<file path="src/rtl/unpool_pkg.sv">
// Shared constants, state encoding and kernel-size helpers for the unpool
// (nearest-neighbour upsampler) stage.
package unpool_pkg;

  localparam int MAT_MUL_SIZE  = 4;
  localparam int DWIDTH        = 8;
  localparam int MAX_BITS_POOL = 3;

  localparam int ROW_BITS = MAT_MUL_SIZE * DWIDTH;
  localparam int LOG_M    = $clog2(MAT_MUL_SIZE);
  localparam int BEAT_W   = (LOG_M > 0) ? LOG_M : 1;
  localparam int ROW_W    = LOG_M + 1;

  typedef logic [MAX_BITS_POOL-1:0] kernel_t;

  typedef enum logic [1:0] {
    IDLE   = 2'd0,
    EXPAND = 2'd1,
    DONE   = 2'd2
  } state_e;

  // Legal factors are non-zero powers of two no wider than a row.
  function automatic logic kernel_legal(input kernel_t k);
    return (k != '0) && ((k & (k - kernel_t'(1))) == '0) && (int'(k) <= MAT_MUL_SIZE);
  endfunction

  function automatic kernel_t kernel_sanitize(input kernel_t k);
    return kernel_legal(k) ? k : kernel_t'(1);
  endfunction

  function automatic int kernel_log2(input kernel_t k);
    int r;
    r = 0;
    for (int i = 0; i < MAX_BITS_POOL; i++) begin
      if (k[i]) r = i;
    end
    return r;
  endfunction

endpackage

</file>
<file path="src/rtl/unpool_replicate.sv">
// Combinational element fan-out: builds output beat b of a held row, where
// output element j takes hold[b*(MAT_MUL_SIZE/k) + j/k].
module unpool_replicate
  import unpool_pkg::*;
(
  input  logic [ROW_BITS-1:0]      hold_i,
  input  logic [BEAT_W-1:0]        beat_i,
  input  logic [MAX_BITS_POOL-1:0] k_i,
  output logic [ROW_BITS-1:0]      data_o
);

  int                lg;
  logic [BEAT_W-1:0] src;

  // k_i is always a sanitized power of two, so divisions reduce to shifts.
  always_comb begin
    data_o = '0;
    lg     = kernel_log2(k_i);
    src    = '0;
    for (int j = 0; j < MAT_MUL_SIZE; j++) begin
      src = BEAT_W'(((int'(beat_i) << LOG_M) >> lg) + (j >> lg));
      data_o[j*DWIDTH +: DWIDTH] = hold_i[int'(src)*DWIDTH +: DWIDTH];
    end
  end

endmodule

</file>
<file path="src/rtl/unpool.sv">
// Nearest-neighbour upsampler: accepts pooled rows and emits kernel_size
// replicated full-width rows per input row, with a combinational bypass.
module unpool
  import unpool_pkg::*;
(
  input  logic                     clk,
  input  logic                     reset,
  input  logic                     enable_unpool,
  input  logic [MAX_BITS_POOL-1:0] kernel_size,
  input  logic [ROW_BITS-1:0]      inp_data,
  input  logic                     in_data_available,
  output logic                     in_ready,
  output logic [ROW_BITS-1:0]      out_data,
  output logic                     out_data_available,
  input  logic                     out_ready,
  output logic                     done_unpool
);

  state_e              state_q, state_d;
  logic [ROW_BITS-1:0] hold_q, hold_d;
  kernel_t             k_q, k_d;
  logic [BEAT_W-1:0]   beat_q, beat_d;
  logic [ROW_W-1:0]    row_q, row_d;

  logic                last_beat, row_room, ready_int, accept;
  logic [ROW_BITS-1:0] rep_data;

  // Disabling the block clears it exactly like reset, discarding any open row.
  // NOTE: sequential state uses non-blocking assignments so every register
  // samples the pre-edge values computed by the combinational block.
  always_ff @(posedge clk) begin
    if (reset || !enable_unpool) begin
      state_q <= IDLE;
      hold_q  <= '0;
      k_q     <= kernel_t'(1);
      beat_q  <= '0;
      row_q   <= '0;
    end else begin
      state_q <= state_d;
      hold_q  <= hold_d;
      k_q     <= k_d;
      beat_q  <= beat_d;
      row_q   <= row_d;
    end
  end

  // NOTE: every signal written here gets a default first, so no path leaves
  // a value unassigned and no latch is inferred.
  always_comb begin
    state_d   = state_q;
    hold_d    = hold_q;
    k_d       = k_q;
    beat_d    = beat_q;
    row_d     = row_q;
    last_beat = (int'(beat_q) == int'(k_q) - 1);
    row_room  = (int'(row_q) + 1 < MAT_MUL_SIZE);
    ready_int = (state_q == IDLE) ||
                (state_q == EXPAND && out_ready && last_beat && row_room);
    accept    = in_data_available && ready_int;

    case (state_q)
      EXPAND: begin
        if (out_ready) begin
          if (!last_beat) begin
            beat_d = beat_q + BEAT_W'(1);
          end else begin
            row_d = row_q + ROW_W'(1);
            if (!accept) state_d = row_room ? IDLE : DONE;
          end
        end
      end
      default: ;
    endcase

    // A reload on the final beat keeps the stream bubble-free.
    if (accept) begin
      hold_d  = inp_data;
      k_d     = kernel_sanitize(kernel_size);
      beat_d  = '0;
      state_d = EXPAND;
    end
  end

  unpool_replicate u_replicate (
    .hold_i (hold_q),
    .beat_i (beat_q),
    .k_i    (k_q),
    .data_o (rep_data)
  );

  assign in_ready           = enable_unpool ? ready_int : out_ready;
  assign out_data_available = enable_unpool ? (state_q == EXPAND) : in_data_available;
  assign out_data           = enable_unpool ? rep_data : inp_data;
  assign done_unpool        = enable_unpool ? (state_q == DONE) : 1'b1;

endmodule
</file>
<file path="config.mk">
export PLATFORM = sky130hd
export DESIGN_NAME = unpool
export DESIGN_NICKNAME = d
export VERILOG_FILES = /design/src/rtl/unpool_pkg.sv /design/src/rtl/unpool_replicate.sv /design/src/rtl/unpool.sv
export SDC_FILE = /design/constraint.sdc
export NUM_CORES = 1
export LEC_CHECK = 0
export CAP_MARGIN = 20
export CORE_AREA = 2 2 85 87
export DETAILED_ROUTE_END_ITERATION = 8
export DIE_AREA = 0 0 87 89
export GPL_ROUTABILITY_DRIVEN = 1
export MAX_ROUTING_LAYER = met4
export PLACE_DENSITY = 0.8
export SETUP_SLACK_MARGIN = 0.02
export SYNTH_ARGS = -nofsm -noshare
export SYNTH_HDL_FRONTEND = slang
export SYNTH_SLANG_ARGS = --single-unit
</file>
<file path="constraint.sdc">
create_clock -name clk -period 7.2 [get_ports clk]
set_input_delay 1.44 -clock clk [delete_from_list [all_inputs] [get_ports clk]]
set_output_delay 1.44 -clock clk [all_outputs]
set_load 0.01 [all_outputs]
</file>
---- Word level (Yosys, flattened, before mapping) ----
Cells that the tools add are included.
storage, ports and cells
  register bits after elaboration ......... 42
  bits of input ports ..................... 40
  output and inout bits ................... 35
  logic and storage cells ................. 62
operators by class
  add/sub/neg operators ................... 9
  $lt $le $gt $ge ......................... 2
  eq/ne operators ......................... 3
  shifts and indexed selects .............. 9
  muxes and demuxes ....................... 12
  bitwise gates (word level) .............. 2
  reductions and logical operators ........ 19
operators with widths
  cell                                                        number
  indexed part select 32 x 6 -> 8 bit                         4
  two-way mux 32 bit                                          2
  right shift 1 x 32 -> 2 bit, first input constant           2
  right shift 2 x 32 -> 2 bit, first input constant           2
  right shift 4 x 32 -> 2 bit                                 1
  AND reduction 3 bit                                         3
  adder 2 bit                                                 4
  two-way mux 1 bit                                           8
  logical AND 1 bit                                           6
  nonzero test 2 bit                                          3
  adder 3 x 1 -> 4 bit, second input constant                 1
  == test 3 x 4 -> 1 bit                                      1
  less-than comparator 4 x 3 -> 1 bit, second input constant  1
  subtractor 3 x 1 -> 4 bit, second input constant            1
  adder 3 x 1 -> 3 bit, second input constant                 1
  bitwise AND 3 bit                                           1
  <= comparator 3 bit, second input constant                  1
  logical NOT 3 bit                                           1
  two-way mux 3 bit                                           1
  nonzero test 3 bit                                          1
  subtractor 3 x 1 -> 3 bit, second input constant            1
  adder 2 x 1 -> 2 bit, second input constant                 1
  == test 2 x 1 -> 1 bit, second input constant               1
  == test 2 bit, second input constant                        1
  other kinds (6)                                             7

---- Longest topological paths before layout ----
  word-level depth ........................ 8
  mapped depth ............................ 9

---- Modules after synthesis ----
From an unflattened synthesis, not the netlist that was laid out.
unflattened totals
  cells, all modules ...................... 422
  area total of the unflattened synthesis .. 3255.6 sq um
modules (own cells, without submodules)
  module            times used  cells each  area each (sq um)
  unpool            1           245         2119.5
  unpool_replicate  1           177         1136.1

---- Worst setup path before layout ----
No wires, ideal clock.
  path kind ............................... input to output
  start ................................... in enable_unpool
  end ..................................... out in_ready
  data arrival time ....................... 2555 ps
  data required time ...................... 5760 ps
  slack ................................... 3205 ps
  stages .................................. 5
  buffers on the path ..................... 3
  cells stage by stage .................... clkbuf_1 buf_1 clkbuf_1 nor2_1 nor2_1
on the way
  word-level cells in the longest chain between the ends .. 1
RTL lines
  item               line          text
  start, declared    unpool.sv:8   input logic enable_unpool,
  two-way mux 1 bit  unpool.sv:91  assign in_ready = enable_unpool ? ready_int : out_ready;
  end, declared      unpool.sv:12  output logic in_ready,
Every way passes these cells.

---- Final worst setup path ----
  start ................................... reg k_q[2]
  end ..................................... out out_data[23]
on the way
  word-level cells in the longest chain between the ends .. 5
RTL lines
  item                                                                               line                    text
  start, declared                                                                    unpool.sv:21            kernel_t k_q, k_d;
  start signal, assigned                                                             unpool.sv:35            k_q <= kernel_t'(1);
  start signal, assigned                                                             unpool.sv:41            k_q <= k_d;
  two-way mux 32 bit *                                                               unpool_pkg.sv:35        if (k[i]) r = i;
  right shift 4 x 32 -> 2 bit / right shift 2 x 32 -> 2 bit (equally long branches)  unpool_replicate.sv:21  src = BEAT_W'(((int'(beat_i) << LOG_M) >> lg) + (j >> lg));
  adder 2 bit *                                                                      unpool_replicate.sv:21
  indexed part select 32 x 6 -> 8 bit *                                              unpool_replicate.sv:22  data_o[j*DWIDTH +: DWIDTH] = hold_i[int'(src)*DWIDTH +: DWIDTH];
  two-way mux 32 bit *                                                               unpool.sv:93            assign out_data = enable_unpool ? rep_data : inp_data;
  end, declared                                                                      unpool.sv:13            output logic [ROW_BITS-1:0] out_data,
Mark *: on every way between the ends. The rest lies on a longest branch, timed or not.

==> qor.txt <==
synth warn - 0
CTS Root Cell - clkbuf_8
# hold bufs at CTS - 0
reg-to-reg slack, setup - 4.70 ns
share of the yosys chip area belonging to registers - 0.282
Die Area - 7740 µm²
WL/cell - 16.0 µm
worst hold margin - 0.482 ns
Arrival @ worst endpoint - 3.57 ns
Synth Area in Adders - 0.0126
Clock Latency Late Sink - 0.30 ns
Top FF cell, synth - dfxtp_1
Core ar. - 6720 µm²
Final Hold Fails - 0
DR vias/cell - 5.69
HPWL Detailed - 5540 µm
Max Freq - 200 MHz
clk sink count - 42
pin count of the biggest net entering global routing - 55
worst setup path category - register to output port
Die W - 87 µm
Yosys reg bits - 42
DR WL met2 - 3940 µm
count leader, synth - nand2_1
Final setup viols - 0
Vias - 2907
Finished Cell Area - 3850 µm²
post-synthesis simple-gate area fraction - 0.260
Mean Syn Cell Area - 8.03 µm²
CP Data Required Time - 5.76 ns
synthesis-to-layout area growth - 29.2%
Seq pwr share - 0.438
area occupied by multi-input gates - 2000 µm²
post-synthesis cell area - 2980 µm²
dominant cell type by area after synthesis - dfxtp_1
vias in the first global route - 2784
P per Cell Area - 146 nW/µm²
Hold Path Depth - 2
Final period util - 0.696
post-cts sizing count - 0
Post-synth EDFFs - 0
Cell Int Power - 0.413 mW
Post-route DRC - 0
Met1 Wirelength - 3560 µm
Setup crit end kind - output port
RSZ-0062 raised after global routing - no
# Post-CTS Setup Buffers - 0
Clock Skews - 0.00647 ns
GRT overflow - 0
setup TNS - 0 ns
sequence of cells on the critical path - nand2_1 > clkinv_1 > ha_1 > mux4_1 > mux2_2 > clkdlybuf4s50_1
top cells by count, synth - 118 x nand2_1, 42 x dfxtp_1, 39 x a21oi_1
Min Clock Period, post-route - 5.01 ns
worst-case clock buffer depth - 2
mux share of post-synthesis cell area - 0.208
maximum vdd drop - 0.0787 mV
startpoint types - register
fraction of registers with async set/reset - 0
CP max stage cell - ha_1
Worst R2R End - hold_q[8]$_SDFFE_PP0P_
Layout fillers - 614
syn_nets - 414
GRT Total Usage - 0.225
routed length on met3 - 566 µm
leakage power - 1.49 nW
H-Tree Depth - 2
Combinational Power Share - 0.227
post-synth cell types - 40
Critical Path Sink - out_data[23]
max layer used - met4
Critical Path Start - k_q[2]$_SDFFE_PP0P_
IO buf count - 74
layout cell share with drive strength beyond 1 - 0.107
CTS tree - yes
Post-DP Area - 3710 µm²
Max transition margin - 0.346
nets@finish - 473
register area - 841 µm²
crit-path max FO - 13
WL final - 8190 µm
Die Span Y - 89 µm
Slew Viols, Final - 0
DRT Pass-1 Iters - 5
Critical R2R Launch - k_q[1]$_SDFFE_PP0P_
Synth Area in XOR/XNOR - 0.0239
status - complete, no violations
DRT iter0 DRCs - 129
DP Cell Count - 501
post-synthesis compound-gate area fraction - 0.166
RD Place Congestion - 0.835
area fraction of the dominant cell type after synthesis - 0.282
Worst R2R Path Depth - 8
initial antenna violation count - 0
clock slew at reported path FFs - 0.08 ns
Worst Hold Class - register to register
Critical Path Max Stage Delay - 0.72 ns
clock power share - 0.335
antenna cell count - 0
Sw Share - 0.266
top cells by area, synth - dfxtp_1 28%, nand2_1 15%, mux4_1 14%
Initial Util - 0.443
number of nets still failing antenna checks after routing - 0
Sw Pwr - 0.150 mW
Final Non-Filler Cells - 511
Worst-Margin Slew - 0.981 ns
CTS Buf Count - 5
Max Cap Viol - 0
Ports - 75
Post-Synthesis Cells - 371
main combinational cell family by area after synthesis - simple AND/OR/NAND/NOR gates
# rows - 30
first-pass GRT wire length - 13200 µm
power by group through the flow:
stage	sequential, mW	combinational, mW	clock [mW]
final	0.246	0.128	0.189
after global routing	0.248	0.138	0.201
after CTS	0.246	0.126	0.190
after detailed placement	0.252	0.126	0
after global placement	0.251	0.124	0
after floorplan	0.249	0.0666	0
logic make-up after synthesis:
kind of cell / Yosys count
buffers and inverters: 31
AOI/OAI and AO/OA: 76
adders and majority gates: 3
muxes: 34
xor gates and xnor gates: 6
and+or+nand+nor: 179
DFF: 42
cell usage in the layout, fill, tap and decap left out, types with 5 or more instances in the layout:
cell / count
nor2b_1: 16
nor2_1: 9
nand2_1: 118
nand2b_1: 6
mux2_2: 16
a31o_2: 13
mux4_1: 16
dfxtp_1: 42
nand3_1: 24
clkbuf_8: 5
a21oi_1: 39
clkdlybuf4s50_1: 73
metrics by stage:
stage	power [mW]	setup slack (ns)	util
CTS	0.562	2.20	0.569
floorplan	0.316	3.20	-
global route	0.587	2.02	0.573
finish	0.563	2.19	0.573
detailed placement	0.377	2.54	0.553
global placement	0.375	2.58	0.553
worst max-delay path, delay by kind of cell, from the launching register on:
family | cells | cell delay [ns]
buffers and inverters | 2 | 0.83
DFF | 1 | 0.46
adders and majority gates | 1 | 0.72
and+or+nand+nor | 1 | 0.34
muxes | 2 | 0.93
metal layers:
metal | vias up | GRT usage
met4 | 0 | 0.0852
met5 | - | -
met1 | 1343 | 0.276
met3 | 11 | 0.0452
li1 | 1428 | -
met2 | 125 | 0.368
final cells by class:
cell class	instances	share of cell area
repair buffers	78	0.201
flip-flops and latches	42	0.219
multi-input cells	298	0.521
clock buffers	6	0.0189
well taps	80	0.0260
inverters	5	0.00488
clock inverters	2	0.00976
sequential cells by signal (all words and copies together) (netlist names):
register,count
beat_q,2
hold_q,32
k_q,3
row_q,3
state_q,2
worst min-delay path by stage:
stage / startpoint / end / slack [ns]
2_1_floorplan: hold_q[31]$_SDFFE_PP0P_ / hold_q[31]$_SDFFE_PP0P_ / 0.45
3_3_place_gp: hold_q[31]$_SDFFE_PP0P_ / hold_q[31]$_SDFFE_PP0P_ / 0.46
3_5_place_dp: hold_q[27]$_SDFFE_PP0P_ / hold_q[27]$_SDFFE_PP0P_ / 0.47
4_1_cts: hold_q[27]$_SDFFE_PP0P_ / hold_q[27]$_SDFFE_PP0P_ / 0.48
5_1_grt: hold_q[22]$_SDFFE_PP0P_ / hold_q[22]$_SDFFE_PP0P_ / 0.50
6_report: hold_q[27]$_SDFFE_PP0P_ / hold_q[27]$_SDFFE_PP0P_ / 0.48
Power figures use the tool's default switching activity.
